--- src/rtl/pedal_misapply_detector_pkg.sv ---
// Shared types and default thresholds for the pedal misapplication detector.
// Ticks come from the system clock divider.
package misapply_pkg;

  typedef enum logic [1:0] {
    ST_IDLE    = 2'd0,
    ST_SUSPECT = 2'd1,
    ST_WARN    = 2'd2,
    ST_CUT     = 2'd3
  } state_e;

  localparam logic [7:0] PCT_MAX = 8'd100;

  localparam int ACCEL_HIGH_DEF      = 80;
  localparam int SPIKE_DELTA_DEF     = 40;
  localparam int SPEED_LOW_DEF       = 10;
  localparam int SUSPECT_SAMPLES_DEF = 3;
  localparam int WARN_SECONDS_DEF    = 2;
  localparam int RELEASE_PCT_DEF     = 10;

  function automatic logic [7:0] clamp_pct(input logic [7:0] v);
    return (v > PCT_MAX) ? PCT_MAX : v;
  endfunction

endpackage

--- src/rtl/pedal_misapply_detector_if.sv ---
// Pedal/speed inputs and decision outputs of the pedal misapplication detector.
interface pedal_misapply_detector_if;
  // No valid/ready here: tick_10hz and tick_1hz are single-cycle strobes, the
  // remaining inputs are levels sampled on the strobes, outputs are registered.
  logic       tick_10hz;
  logic       tick_1hz;
  logic [7:0] accel_pct;
  logic       brake_on;
  logic [7:0] speed_kmh;
  logic       ack;

  logic [1:0] state;
  logic       warn;
  logic       throttle_cut;
  logic [7:0] accel_limited;
  logic       event_pulse;
  logic [7:0] event_count;

  modport master (
    output tick_10hz, tick_1hz, accel_pct, brake_on, speed_kmh, ack,
    input  state, warn, throttle_cut, accel_limited, event_pulse, event_count
  );

  modport slave (
    input  tick_10hz, tick_1hz, accel_pct, brake_on, speed_kmh, ack,
    output state, warn, throttle_cut, accel_limited, event_pulse, event_count
  );
endinterface

--- src/rtl/pedal_misapply_detector_accel_sampler.sv ---
// Clamps the accelerator, keeps the previous 10 Hz sample and flags high
// presses and upward spikes relative to that sample.
module accel_sampler
  import misapply_pkg::*;
#(
  parameter int ACCEL_HIGH  = ACCEL_HIGH_DEF,
  parameter int SPIKE_DELTA = SPIKE_DELTA_DEF
) (
  input  logic       clk,
  input  logic       rst_n,
  input  logic       tick_10hz_i,
  input  logic [7:0] accel_pct_i,
  output logic [7:0] acc_o,
  output logic       spike_o,
  output logic       high_o
);

  localparam logic [7:0] HIGH_B  = 8'(ACCEL_HIGH);
  localparam logic [7:0] DELTA_B = 8'(SPIKE_DELTA);

  logic [7:0] prev_q;
  logic       primed_q;

  assign acc_o = clamp_pct(accel_pct_i);

  always_ff @(posedge clk or negedge rst_n) begin
    if (!rst_n) begin
      prev_q   <= 8'd0;
      primed_q <= 1'b0;
    end else if (tick_10hz_i) begin
      prev_q   <= acc_o;
      primed_q <= 1'b1;
    end
  end

  // The acc >= prev guard keeps the unsigned difference from wrapping.
  assign spike_o = primed_q && (acc_o >= prev_q) && ((acc_o - prev_q) >= DELTA_B);
  assign high_o  = (acc_o >= HIGH_B);

endmodule

--- src/rtl/pedal_misapply_detector.sv ---
// Pedal misapplication FSM: IDLE -> SUSPECT -> WARN -> CUT, with event counting
// and the downstream throttle command.
module pedal_misapply_detector
  import misapply_pkg::*;
#(
  parameter int ACCEL_HIGH      = ACCEL_HIGH_DEF,
  parameter int SPIKE_DELTA     = SPIKE_DELTA_DEF,
  parameter int SPEED_LOW       = SPEED_LOW_DEF,
  parameter int SUSPECT_SAMPLES = SUSPECT_SAMPLES_DEF,
  parameter int WARN_SECONDS    = WARN_SECONDS_DEF,
  parameter int RELEASE_PCT     = RELEASE_PCT_DEF
) (
  input  logic                        clk,
  input  logic                        rst_n,
  pedal_misapply_detector_if.slave    bus
);

  localparam logic [7:0] SPEED_LOW_B   = 8'(SPEED_LOW);
  localparam logic [7:0] SUS_N_B       = 8'(SUSPECT_SAMPLES);
  localparam logic [7:0] WARN_SEC_B    = 8'(WARN_SECONDS);
  localparam logic [7:0] RELEASE_B     = 8'(RELEASE_PCT);

  logic [7:0] acc;
  logic       spike;
  logic       high;
  logic       trig;
  logic       released;

  state_e     state_q, state_d;
  logic [7:0] sus_cnt_q, sus_cnt_d;
  logic [7:0] sec_cnt_q, sec_cnt_d;
  logic       enter_warn;

  logic       warn_q, warn_d;
  logic       cut_q, cut_d;
  logic [7:0] accel_limited_q, accel_limited_d;
  logic       event_pulse_q, event_pulse_d;
  logic [7:0] event_count_q, event_count_d;

  accel_sampler #(
    .ACCEL_HIGH  (ACCEL_HIGH),
    .SPIKE_DELTA (SPIKE_DELTA)
  ) u_sampler (
    .clk         (clk),
    .rst_n       (rst_n),
    .tick_10hz_i (bus.tick_10hz),
    .accel_pct_i (bus.accel_pct),
    .acc_o       (acc),
    .spike_o     (spike),
    .high_o      (high)
  );

  assign trig     = (high && bus.brake_on) || (spike && (bus.speed_kmh < SPEED_LOW_B));
  assign released = (acc <= RELEASE_B);

  always_ff @(posedge clk or negedge rst_n) begin
    if (!rst_n) begin
      state_q   <= ST_IDLE;
      sus_cnt_q <= 8'd0;
      sec_cnt_q <= 8'd0;
    end else begin
      state_q   <= state_d;
      sus_cnt_q <= sus_cnt_d;
      sec_cnt_q <= sec_cnt_d;
    end
  end

  always_comb begin
    state_d    = state_q;
    sus_cnt_d  = sus_cnt_q;
    sec_cnt_d  = sec_cnt_q;
    enter_warn = 1'b0;
    unique case (state_q)
      ST_IDLE: begin
        if (bus.tick_10hz && trig) begin
          sus_cnt_d = 8'd1;
          if (sus_cnt_d >= SUS_N_B) begin
            state_d    = ST_WARN;
            enter_warn = 1'b1;
          end else begin
            state_d = ST_SUSPECT;
          end
        end
      end
      ST_SUSPECT: begin
        if (bus.tick_10hz) begin
          if (!trig) begin
            state_d   = ST_IDLE;
            sus_cnt_d = 8'd0;
          end else begin
            sus_cnt_d = sus_cnt_q + 8'd1;
            if (sus_cnt_d >= SUS_N_B) begin
              state_d    = ST_WARN;
              enter_warn = 1'b1;
            end
          end
        end
      end
      ST_WARN: begin
        // A release sample wins over a coincident 1 Hz tick.
        if (bus.tick_10hz && released) begin
          state_d   = ST_IDLE;
          sus_cnt_d = 8'd0;
        end else if (bus.tick_1hz) begin
          sec_cnt_d = sec_cnt_q + 8'd1;
          if (sec_cnt_d >= WARN_SEC_B) state_d = ST_CUT;
        end
      end
      ST_CUT: begin
        if (bus.tick_10hz && released && bus.ack) begin
          state_d   = ST_IDLE;
          sus_cnt_d = 8'd0;
        end
      end
    endcase
    if (enter_warn) sec_cnt_d = 8'd0;
  end

  // Outputs are decoded from the next state so they line up with state_q.
  always_comb begin
    warn_d          = (state_d == ST_WARN) || (state_d == ST_CUT);
    cut_d           = (state_d == ST_CUT);
    accel_limited_d = cut_d ? 8'd0 : acc;
    event_pulse_d   = enter_warn;
    event_count_d   = event_count_q;
    if (enter_warn && (event_count_q != 8'hFF)) event_count_d = event_count_q + 8'd1;
  end

  always_ff @(posedge clk or negedge rst_n) begin
    if (!rst_n) begin
      warn_q          <= 1'b0;
      cut_q           <= 1'b0;
      accel_limited_q <= 8'd0;
      event_pulse_q   <= 1'b0;
      event_count_q   <= 8'd0;
    end else begin
      warn_q          <= warn_d;
      cut_q           <= cut_d;
      accel_limited_q <= accel_limited_d;
      event_pulse_q   <= event_pulse_d;
      event_count_q   <= event_count_d;
    end
  end

  assign bus.state         = state_q;
  assign bus.warn          = warn_q;
  assign bus.throttle_cut  = cut_q;
  assign bus.accel_limited = accel_limited_q;
  assign bus.event_pulse   = event_pulse_q;
  assign bus.event_count   = event_count_q;

endmodule

--- src/flat_wrapper.sv ---
// flat-port wrapper written by rule: the top's interface ports become plain ports
module pedal_misapply_detector_flat import misapply_pkg::*;
#(
  parameter int ACCEL_HIGH      = ACCEL_HIGH_DEF,
  parameter int SPIKE_DELTA     = SPIKE_DELTA_DEF,
  parameter int SPEED_LOW       = SPEED_LOW_DEF,
  parameter int SUSPECT_SAMPLES = SUSPECT_SAMPLES_DEF,
  parameter int WARN_SECONDS    = WARN_SECONDS_DEF,
  parameter int RELEASE_PCT     = RELEASE_PCT_DEF
)
  (clk, rst_n, bus_tick_10hz, bus_tick_1hz, bus_accel_pct, bus_brake_on, bus_speed_kmh, bus_ack, bus_state, bus_warn, bus_throttle_cut, bus_accel_limited, bus_event_pulse, bus_event_count);
  pedal_misapply_detector_if bus_i ();
  input  logic clk;
  input  logic rst_n;
  input wire logic [$bits(bus_i.tick_10hz)-1:0] bus_tick_10hz;
  input wire logic [$bits(bus_i.tick_1hz)-1:0] bus_tick_1hz;
  input wire logic [$bits(bus_i.accel_pct)-1:0] bus_accel_pct;
  input wire logic [$bits(bus_i.brake_on)-1:0] bus_brake_on;
  input wire logic [$bits(bus_i.speed_kmh)-1:0] bus_speed_kmh;
  input wire logic [$bits(bus_i.ack)-1:0] bus_ack;
  output wire logic [$bits(bus_i.state)-1:0] bus_state;
  output wire logic [$bits(bus_i.warn)-1:0] bus_warn;
  output wire logic [$bits(bus_i.throttle_cut)-1:0] bus_throttle_cut;
  output wire logic [$bits(bus_i.accel_limited)-1:0] bus_accel_limited;
  output wire logic [$bits(bus_i.event_pulse)-1:0] bus_event_pulse;
  output wire logic [$bits(bus_i.event_count)-1:0] bus_event_count;
  assign bus_i.tick_10hz = bus_tick_10hz;
  assign bus_i.tick_1hz = bus_tick_1hz;
  assign bus_i.accel_pct = bus_accel_pct;
  assign bus_i.brake_on = bus_brake_on;
  assign bus_i.speed_kmh = bus_speed_kmh;
  assign bus_i.ack = bus_ack;
  assign bus_state = bus_i.state;
  assign bus_warn = bus_i.warn;
  assign bus_throttle_cut = bus_i.throttle_cut;
  assign bus_accel_limited = bus_i.accel_limited;
  assign bus_event_pulse = bus_i.event_pulse;
  assign bus_event_count = bus_i.event_count;
  pedal_misapply_detector #(.ACCEL_HIGH(ACCEL_HIGH), .SPIKE_DELTA(SPIKE_DELTA), .SPEED_LOW(SPEED_LOW), .SUSPECT_SAMPLES(SUSPECT_SAMPLES), .WARN_SECONDS(WARN_SECONDS), .RELEASE_PCT(RELEASE_PCT)) u_core (.clk(clk), .rst_n(rst_n), .bus(bus_i));
endmodule
--- config.mk ---
export PLATFORM = sky130hd
export DESIGN_NAME = pedal_misapply_detector_flat
export DESIGN_NICKNAME = d
export VERILOG_FILES = /design/src/rtl/pedal_misapply_detector_pkg.sv /design/src/rtl/pedal_misapply_detector_if.sv /design/src/rtl/pedal_misapply_detector_accel_sampler.sv /design/src/rtl/pedal_misapply_detector.sv /design/src/flat_wrapper.sv
export SDC_FILE = /design/constraint.sdc
export NUM_CORES = 1
export LEC_CHECK = 0
export ABC_AREA = 0
export CORE_AREA = 2 2 72 143
export DETAILED_ROUTE_END_ITERATION = 10
export DIE_AREA = 0 0 74 145
export PLACE_DENSITY_LB_ADDON = 0.15
export SYNTH_ARGS = -nofsm -noshare
export SYNTH_HDL_FRONTEND = slang
export SYNTH_SLANG_ARGS = --single-unit
export TNS_END_PERCENT = 30
--- constraint.sdc ---
create_clock -name clk -period 3.3 [get_ports clk]
set_clock_uncertainty 0.2 [all_clocks]
set_input_delay 0.33 -clock clk [delete_from_list [all_inputs] [get_ports clk]]
set_output_delay 0.33 -clock clk [all_outputs]
set_load 0.02 [all_outputs]
* Word level (Yosys, flattened, before mapping) *
Index checks and enable logic that the tools add are counted.

cells by class
  add/sub/neg operators = 4
  $lt $le $gt $ge = 8
  eq/ne operators = 11
  multiplexer cells = 25
  reductions and logical operators = 15

operator list
  operator                                                                             number
  8-bit two-way mux                                                                    11
  8-bit one-hot mux with 4 select lines                                                1
  8-bit by 1-bit adder with 8-bit output, second input constant                        3
  8-bit by 2-bit greater-or-equal comparator with 1-bit output, second input constant  2
  2-bit two-way mux                                                                    8
  2-bit == test, second input constant                                                 4
  8-bit by 6-bit greater-or-equal comparator with 1-bit output, second input constant  1
  8-bit by 7-bit greater-or-equal comparator with 1-bit output, second input constant  1
  8-bit greater-or-equal comparator                                                    1
  8-bit by 7-bit greater-than comparator with 1-bit output, second input constant      1
  8-bit by 4-bit <= comparator with 1-bit output, second input constant                1
  1-bit logical AND                                                                    8
  8-bit by 4-bit < comparator with 1-bit output, second input constant                 1
  2-bit by 1-bit != test with 1-bit output, second input constant                      4
  8-bit != test, second input constant                                                 1
  2-bit one-hot mux with 4 select lines                                                1
  8-bit subtractor                                                                     1
  1-bit two-way mux                                                                    4
  4-bit AND reduction                                                                  1
  2-bit nonzero test                                                                   2
  3-bit AND reduction                                                                  1
  2-bit by 1-bit == test with 1-bit output, second input constant                      1
  2-bit logical NOT                                                                    1
  1-bit logical OR                                                                     2
  2-bit != test, second input constant                                                 1

word-level totals
  register bits = 46
  input bits = 22
  output and inout port bits = 21
  word-level logic and storage cells = 73

* Longest topological paths before layout *
Gate-level depths: netlist (run 1).

  depth after elaboration = 12
  depth in mapped cells = 15
  depth with buffers taken out = 14

* Hierarchy *
From an unflattened synthesis (run 1), not the netlist that was laid out.

unflattened totals
  cell total of the unflattened synthesis = 279
  area total of the unflattened synthesis = 2668.8 sq um

by module, submodules not included
  module                   times used  cells each  area each (sq um)  seq. area each (sq um)
  pedal_misapply_detector  1           191         1889.3             925.9
  accel_sampler            1           88          779.5              225.2

* Least setup slack after synthesis (run 1) *
No wires, ideal clock.

  path kind = input to register
  start point = input bus_accel_pct[0]
  end point = register u_core.state_q[1] (netlist: u_core.bus.state[1])
  setup time = 0.127 ns
  arrival time = 2.767 ns
  required time = 2.973 ns
  path slack = 0.206 ns
  stages = 14
  buffers on the path = 2
  cell sequence = o21ai_0 > a21oi_1 > nor3_1 > inv_1 > ha_1 > nand2_1 > o21bai_1 > a32oi_1 > mux2i_1 > o211ai_2 > and4b_1 > buf_4 > buf_2 > or2_2

on the way
  longest elaborated chain between the ends = 10
  elaborated cells on any way between the ends = 21
  those cells by class = add/sub (1); order compare (5); mux (7); reduce/logical (8)

ends and longest elaborated chain
  element                                                                                            RTL line                                                      RTL
  start, declared                                                                                    flat_wrapper.sv:17                                            input wire logic [$bits(bus_i.accel_pct)-1:0] bus_accel_pct;
  8-bit by 7-bit greater-than comparator with 1-bit output (*)                                       pedal_misapply_detector_pkg.sv:22                             return (v > PCT_MAX) ? PCT_MAX : v;
  8-bit two-way mux (*)                                                                              pedal_misapply_detector_pkg.sv:22
  net u_core.acc[2]                                                                                  pedal_misapply_detector.sv:23                                 logic [7:0] acc;
  8-bit subtractor or 8-bit greater-or-equal comparator (tied branches)                              pedal_misapply_detector_accel_sampler.sv:37                   assign spike_o = primed_q && (acc_o >= prev_q) && ((acc_o - prev_q) >= DELTA_B);
  8-bit by 6-bit greater-or-equal comparator with 1-bit output or 1-bit logical AND (tied branches)  pedal_misapply_detector_accel_sampler.sv:37
  1-bit logical AND                                                                                  pedal_misapply_detector_accel_sampler.sv:37
  1-bit logical AND                                                                                  pedal_misapply_detector.sv:53                                 assign trig = (high && bus.brake_on) || (spike && (bus.speed_kmh < SPEED_LOW_B));
  1-bit logical OR                                                                                   pedal_misapply_detector.sv:53
  2-bit two-way mux or 1-bit logical AND (tied branches)                                             pedal_misapply_detector.sv:87, pedal_misapply_detector.sv:75
  2-bit two-way mux, on equally long branches                                                        pedal_misapply_detector.sv:86, pedal_misapply_detector.sv:75
  2-bit one-hot mux with 4 select lines (*)                                                          pedal_misapply_detector.sv:73                                 unique case (state_q)
  net u_core.state_d[1]                                                                              pedal_misapply_detector.sv:29                                 state_e state_q, state_d;
  end signal, assigned                                                                               pedal_misapply_detector.sv:62                                 state_q <= state_d;
  end, declared                                                                                      pedal_misapply_detector.sv:29

Mark *: on every way through the listed nets, which the timed path passes. The rest lies on a longest branch.
A chain may end at the register's enable or synchronous reset.

* Worst setup path in the final report (run 1) *
  start point = input bus_accel_pct[0]
  end point = register u_core.event_count_q[1] (netlist: u_core.bus.event_count[1])

on the way
  longest elaborated chain between the ends = 11
  elaborated cells on any way between the ends = 15
  those cells by class = add/sub (1); order compare (4); mux (4); reduce/logical (6)

ends and longest elaborated chain
  element                                                                                            RTL line                                     RTL
  8-bit by 7-bit greater-than comparator with 1-bit output (*)                                       pedal_misapply_detector_pkg.sv:22
  8-bit two-way mux (*)                                                                              pedal_misapply_detector_pkg.sv:22
  net u_core.acc[2]                                                                                  pedal_misapply_detector.sv:23
  8-bit subtractor or 8-bit greater-or-equal comparator (tied branches)                              pedal_misapply_detector_accel_sampler.sv:37
  8-bit by 6-bit greater-or-equal comparator with 1-bit output or 1-bit logical AND (tied branches)  pedal_misapply_detector_accel_sampler.sv:37
  1-bit logical AND                                                                                  pedal_misapply_detector_accel_sampler.sv:37
  1-bit logical AND                                                                                  pedal_misapply_detector.sv:53
  1-bit logical OR (*)                                                                               pedal_misapply_detector.sv:53
  1-bit two-way mux (*)                                                                              pedal_misapply_detector.sv:87                if (!trig) begin
  1-bit two-way mux (*)                                                                              pedal_misapply_detector.sv:86                if (bus.tick_10hz) begin
  1-bit two-way mux (*)                                                                              pedal_misapply_detector.sv:73
  1-bit logical AND (*)                                                                              pedal_misapply_detector.sv:126               if (enter_warn && (event_count_q != 8'hFF)) event_count_d = event_count_q + 8'd1;
  end signal, assigned                                                                               pedal_misapply_detector.sv:141               event_count_q <= event_count_d;
  end, declared                                                                                      pedal_misapply_detector.sv:38                logic [7:0] event_count_q, event_count_d;

Marked as above.

==> run_results.csv, run 1 <==
group,metric,value,unit
synth,ys_types,49,
min_path,hp-class,"in -> reg",
setup_path,r2r_end,"u_core.bus.event_count[1]$_DFFE_PN0P_",
clock_network,htree_levels,2,
timing,max_slew_margin,53.8,%
synth,ys_seq_area_share,43.5,%
timing,final_hold_viol_count,0,
floorplan,die_w,74,um
global_route,track_usage,13.5,%
finish,area_growth,39.8,%
timing,fmax,341,MHz
clock_network,cts_buffers,5,
power_and_ir_drop,p_leak,1.74,nW
placed_design,port_buffers,41,
finish,final_cell_mix,"dfrtp_1 (46), clkdlybuf4s50_1 (32), buf_4 (32)",
min_path,min_to,"u_core.u_sampler.prev_q[0]$_DFFE_PN0P_",
setup_path,critical_path_class,"in -> reg",
setup_path,reg2reg_depth,9,
setup_path,critPathArrivalTime,2910,ps
routing,routed_wl,6700,um
synth,synth-simple-area-share,24.7,%
synth,async_reset_ff_share,100,%
floorplan,core_area,9640,um^2
timing,rsz0062_at_grt,"no",
status,status,"completed",
job,maxCapViolCount,0,
routing,drtIter0Drc,138,
clock_network,clockBufferDepth,2,
synth,ys.warnings.count,0,
setup_path,ff2ff_setup_slack,490,ps
clock_network,root_buffer,"clkbuf_16",
finish,stdcell_area,3700,um^2
routing,wl_per_cell,13.5,um
finish,drive_above_1_share,18.7,%
global_route,grt_pass1_wl,11200,um
synth,synth_compound_area_share,14.0,%
global_route,antenna_found_initial,0,
floorplan,die-area,10700,um^2
timing,setup_violations,0,
setup_path,worstPathRequired,3280,ps
min_path,hp-start,"bus_accel_pct[0]",
timing,period_share,88.8,%
floorplan,die_h,145,um
routing,vias_per_cell,4.62,
clock_network,path_clk_slew,60,ps
setup_path,start_kind,"input port",
global_route,grt_max_degree,30,
floorplan,ioPinCount,43,
routing,drc,0,
finish,fillers,993,
timing,final_max_slew_viol_count,0,
timing,worst_pin_slew,693,ps
min_path,worstHoldPathCells,4,
finish,fin_nets,398,
synth,synth_flop_cell,"dfrtp_1",
power_and_ir_drop,fin_total_pwr,1.85,mW
setup_path,r2r-start,"u_core.sus_cnt_q[0]$_DFFE_PN0P_",
synth,synth-edff-count,0,
global_route,grt-ovfl-total,0,
synth,synth_xor_area_share,5.29,%
floorplan,placementRows,51,
synth,synth_fa_ha_area_share,6.14,%
power_and_ir_drop,power_density,500,nW/um^2
clock_network,cts_tree,"yes",
finish,final_common_cell,"dfrtp_1",
setup_path,cp-end-kind,"register",
power_and_ir_drop,vdd_drop_max,0.000228,V
routing,ant_nets,0,
finish,n_antenna_cell,0,
synth,synth_seq_cells,46,
timing,timing.final.crit_period,2930,ps
global_route,grt_pass1_vias,2311,
synth,synth_mux_area_share,2.13,%
synth,syn_inst,289,
placed_design,globalplace.congestion,0.759,
clock_network,insertion_delay,290,ps
clock_network,cts.sink_count,46,
routing,first_pass_iters,4,
synth,syn_area,2650,um^2
placed_design,place_area,3430,um^2
floorplan,initial_core_util,27.5,%
routing,vias,2293,
placed_design,hpwlAfterDp,4960,um
synth,syn_avg_cell_area,9.17,um^2
synth,synth_top_family_by_area,"simple AND/OR/NAND/NOR gates",
setup_path,cp_max_fo,4,
[cell usage after synthesis (4+ instances only)]
| cell | number | area, um^2 |
|---|---|---|
| a31oi_1 | 4 | 25.0 |
| nand3_1 | 18 | 90.1 |
| xor2_1 | 7 | 61.3 |
| a21o_1 | 7 | 52.6 |
| nand2_1 | 26 | 97.6 |
| xnor2_1 | 9 | 78.8 |
| dfrtp_1 | 46 | 1150 |
| or2_2 | 4 | 25.0 |
| nand4_1 | 4 | 25.0 |
| nor3_1 | 5 | 25.0 |
| ha_1 | 13 | 163 |
| a21oi_1 | 18 | 90.1 |
| nand3b_1 | 5 | 37.5 |
| nand2b_1 | 4 | 25.0 |
| and3_1 | 5 | 31.3 |
| clkbuf_1 | 8 | 30.0 |
| inv_1 | 18 | 67.6 |
| o31ai_1 | 4 | 30.0 |
| o21ai_0 | 12 | 60.1 |
| nor2_1 | 31 | 116 |
[stage by stage]
step	setup WS (ps)	TNS [ps]	util (%)	hold slack [ps]	cells
finish	368	0	38.4	250	496
global route	204	0	38.4	288	496
CTS	12.4	0	37.4	271	494
detailed placement	-401	-7210	35.6	239	485
global placement	-342	-5450	35.6	230	485
floorplan	206	0	-	-166	290
[flip-flops by register name, indices dropped and copies added, names as in the netlist, 2 cells and up]
name                      count
u_core.bus.accel_limited      8
u_core.bus.event_count        8
u_core.bus.state              2
u_core.sec_cnt_q              8
u_core.sus_cnt_q              8
u_core.u_sampler.prev_q       8
[critical path, stage by stage]
cell,delay (ps)
dlymetal6s2s_1,140
o21ai_2,200
a21oi_4,100
nor3_4,130
inv_1,60
ha_1,290
nand2_1,80
o21bai_1,170
a32oi_2,270
o211ai_1,150
o211ai_2,200
and4b_2,310
and2_4,160
mux2_1,310
[cells by family after synthesis]
family	after synthesis
xor+xnor	16
mux	5
buf+inv	28
compound gates	58
simple gates	122
fa+ha+maj	13
other cells	1
flops	46
[how the worst max path moves through the flow]
stage,startpoint,to,cells after the start
6_report,bus_accel_pct[0],u_core.bus.event_count[1]$_DFFE_PN0P_,14
5_1_grt,bus_accel_pct[0],u_core.bus.event_count[1]$_DFFE_PN0P_,14
4_1_cts,bus_accel_pct[0],u_core.bus.event_count[1]$_DFFE_PN0P_,14
3_5_place_dp,bus_accel_pct[0],u_core.bus.warn$_DFF_PN0_,14
3_3_place_gp,bus_accel_pct[0],u_core.bus.event_count[1]$_DFFE_PN0P_,14
2_1_floorplan,bus_accel_pct[0],u_core.bus.state[1]$_DFF_PN0_,14
[per-layer routing]
layer  vias up  wire, um  track usage [%]
li1       1150         -                -
met5         -         0                0
met2        34      3720             24.4
met1      1103      2630             14.8
met4         0       112             5.18
met3         6       234             2.50
[cell type report]
cell class,instances,area (um^2),area share [%]
Multi-Input combinational cell,216,1460,39.5
Sequential cell,46,1150,31.1
Timing Repair Buffer,76,707,19.1
Tap cell,132,165,4.46
Clock buffer,7,143,3.85
Inverter,18,67.6,1.82
Clock inverter,1,5.00,0.135
[power by group]
group | switching, mW | internal [mW] | total [mW] | leakage (nW)
Clock | 0.219 | 0.301 | 0.520 | 0.0739
Combinational | 0.293 | 0.310 | 0.603 | 1.07
Sequential | 0.0905 | 0.639 | 0.729 | 0.599
[repair_timing]
action | CTS | global route
pin swaps | 3 | 11
endpoints found under the hold margin | 28 | 0
setup endpoints to repair | 14 | 23
gates resized for setup | 6 | 19
buffers inserted | 0 | 2
hold buffers | 1 | 0
(Power assumes the default switching activity.)
==> run 2: changes to the inputs <==
CORE_AREA = 2 2 62 122   (was 2 2 72 143)
DIE_AREA = 0 0 64 124   (was 0 0 74 145)
==> run 2 against run 1 <==
Effect of this change: combinational power up 2%; routed wire length down 5.8%; via count up 0.17%; die area down 26%; design area down 0.98%; critical path type unchanged; hold slack better by 4.6 ps; total power up 0.52%; highest routed layer unchanged.
==> run_results.csv, run 2 (same netlist as run 1, synthesis figures left out) <==
group,metric,value,unit
status,status,"completed",
clock_network,path_clk_slew,60,ps
setup_path,ff2ff_setup_slack,520,ps
timing,final_max_slew_viol_count,0,
timing,final_hold_viol_count,0,
finish,final_util,52.8,%
setup_path,critPathArrivalTime,2900,ps
timing,fmax,341,MHz
floorplan,core_area,6940,um^2
routing,vias,2297,
timing,period_share,88.8,%
clock_network,cts_tree,"yes",
clock_network,insertion_delay,290,ps
finish,final_cell_mix,"dfrtp_1 (46), clkdlybuf4s50_1 (32), buf_4 (31)",
timing,rsz0062_at_grt,"no",
floorplan,placementRows,43,
floorplan,ioPinCount,43,
placed_design,place_area,3390,um^2
floorplan,die_h,124,um
floorplan,initial_core_util,38.2,%
finish,drive_above_1_share,19.6,%
routing,wl_per_cell,13.9,um
power_and_ir_drop,p_int,1.26,mW
routing,vias_per_cell,5.07,
clock_network,clockBufferDepth,2,
timing,worst_pin_slew,610,ps
floorplan,die_w,64,um
global_route,track_usage,17.0,%
timing,timing.final.crit_period,2930,ps
clock_network,root_buffer,"clkbuf_16",
clock_network,cts.sink_count,46,
setup_path,setup.worst_path.end,"u_core.bus.event_count[1]$_DFFE_PN0P_",
global_route,grt-ovfl-total,0,
global_route,grt_pass1_vias,2368,
routing,ant_nets,0,
global_route,grt_max_degree,27,
setup_path,startpoint,"bus_accel_pct[0]",
placed_design,port_buffers,41,
timing,setup_violations,0,
global_route,grt_pass1_wl,10500,um
power_and_ir_drop,power_density,508,nW/um^2
power_and_ir_drop,p_leak,1.74,nW
power_and_ir_drop,switching_share,32.5,%
routing,routed_wl,6310,um
setup_path,cp_max_fo,4,
placed_design,globalplace.congestion,0.774,
routing,drtIter0Drc,65,
setup_path,reg2reg_depth,9,
finish,final_common_cell,"dfrtp_1",
floorplan,die-area,7940,um^2
timing,max_slew_margin,59.1,%
setup_path,start_kind,"input port",
power_and_ir_drop,p_sw,606,uW
clock_network,htree_levels,2,
job,maxCapViolCount,0,
finish,stdcell_area,3670,um^2
global_route,antenna_found_initial,0,
finish,n_antenna_cell,0,
setup_path,worstPathRequired,3270,ps
placed_design,hpwlAfterDp,4630,um
timing,tns,0,ps
routing,drc,0,
setup_path,r2r_end,"u_core.bus.event_count[1]$_DFFE_PN0P_",
min_path,hp-class,"in -> reg",
power_and_ir_drop,vdd_drop_max,0.000367,V
finish,area_growth,38.4,%
routing,first_pass_iters,4,
setup_path,critical_path_class,"in -> reg",
setup_path,cp-end-kind,"register",
setup_path,r2r-start,"u_core.sus_cnt_q[0]$_DFFE_PN0P_",
power_and_ir_drop,pwr-share-comb,33.2,%
power_and_ir_drop,clkPwrFrac,27.7,%
finish,fin_nets,397,
clock_network,cts_buffers,5,
power_and_ir_drop,power_frac_seq,39.1,%
==> run 2: layout make-up <==
type | instances | area [um^2]
clock buffers | 7 | 143
clock inverters | 1 | 5.00
fillers | 616 | 3270
inverters | 18 | 67.6
multi-input cells | 216 | 1480
flip-flops and latches | 46 | 1150
well taps | 90 | 113
repair buffers | 75 | 708
==> run 2: worst min-delay path by stage <==
stage / endpoint / start / slack, ps / cells after the start
6_report: u_core.u_sampler.prev_q[0]$_DFFE_PN0P_ / bus_accel_pct[0] / 250 / 4
5_1_grt: u_core.u_sampler.prev_q[0]$_DFFE_PN0P_ / bus_accel_pct[0] / 300 / 4
4_1_cts: u_core.u_sampler.primed_q$_DFFE_PN0P_ / u_core.u_sampler.primed_q$_DFFE_PN0P_ / 270 / 1
3_5_place_dp: u_core.bus.event_count[5]$_DFFE_PN0P_ / rst_n / 170 / 1
3_3_place_gp: u_core.bus.event_count[3]$_DFFE_PN0P_ / rst_n / 180 / 1
2_1_floorplan: u_core.bus.accel_limited[0]$_DFF_PN0_ / rst_n / -170 / 0
==> run 2: worst max-delay path: stages <==
cell	delay, ps
dlymetal6s2s_1	140
o21ai_2	200
a21oi_4	100
nor2_4	120
and2_4	160
ha_1	230
nor2b_1	130
o21bai_1	200
a32oi_2	160
o211ai_1	230
o211ai_2	120
and4b_2	300
and2_4	170
mux2_1	300
==> run 2: routing by layer <==
metal / part of all wire [%] / vias up / track usage [%] / wire [um]
li1: - / 1151 / - / -
met5: 0 / - / 0 / 0
met3: 3.0 / 10 / 2.35 / 188
met2: 57 / 45 / 33.4 / 3580
met1: 38 / 1091 / 17.1 / 2400
met4: 2.4 / 0 / 7.74 / 149
==> run 2: power by group through the flow <==
| stage | logic (mW) | clock network (mW) | registers, mW |
|---|---|---|---|
| after global placement | 0.580 | 0 | 0.738 |
| after detailed placement | 0.593 | 0 | 0.737 |
| final | 0.618 | 0.515 | 0.729 |
| after floorplan | 0.286 | 0 | 0.754 |
| after CTS | 0.600 | 0.528 | 0.728 |
| after global routing | 0.681 | 0.557 | 0.743 |
==> run 2: metrics by stage <==
step	cells	hold slack, ps	power [mW]	setup WS [ps]
2_1_floorplan	290	-166	1.04	206
3_3_place_gp	443	177	1.32	-287
3_5_place_dp	443	172	1.33	-370
4_1_cts	452	265	1.86	27.0
5_1_grt	453	297	1.98	234
6_report	453	255	1.86	370
==> run 2: timing repair <==
| item | CTS | global route |
|---|---|---|
| pin swaps | 5 | 9 |
| setup buffers | 0 | 1 |
| hold endpoints to repair | 25 | 0 |
| gates resized for setup | 4 | 24 |
| endpoints found under the setup margin | 14 | 25 |
| hold buffers | 1 | 0 |
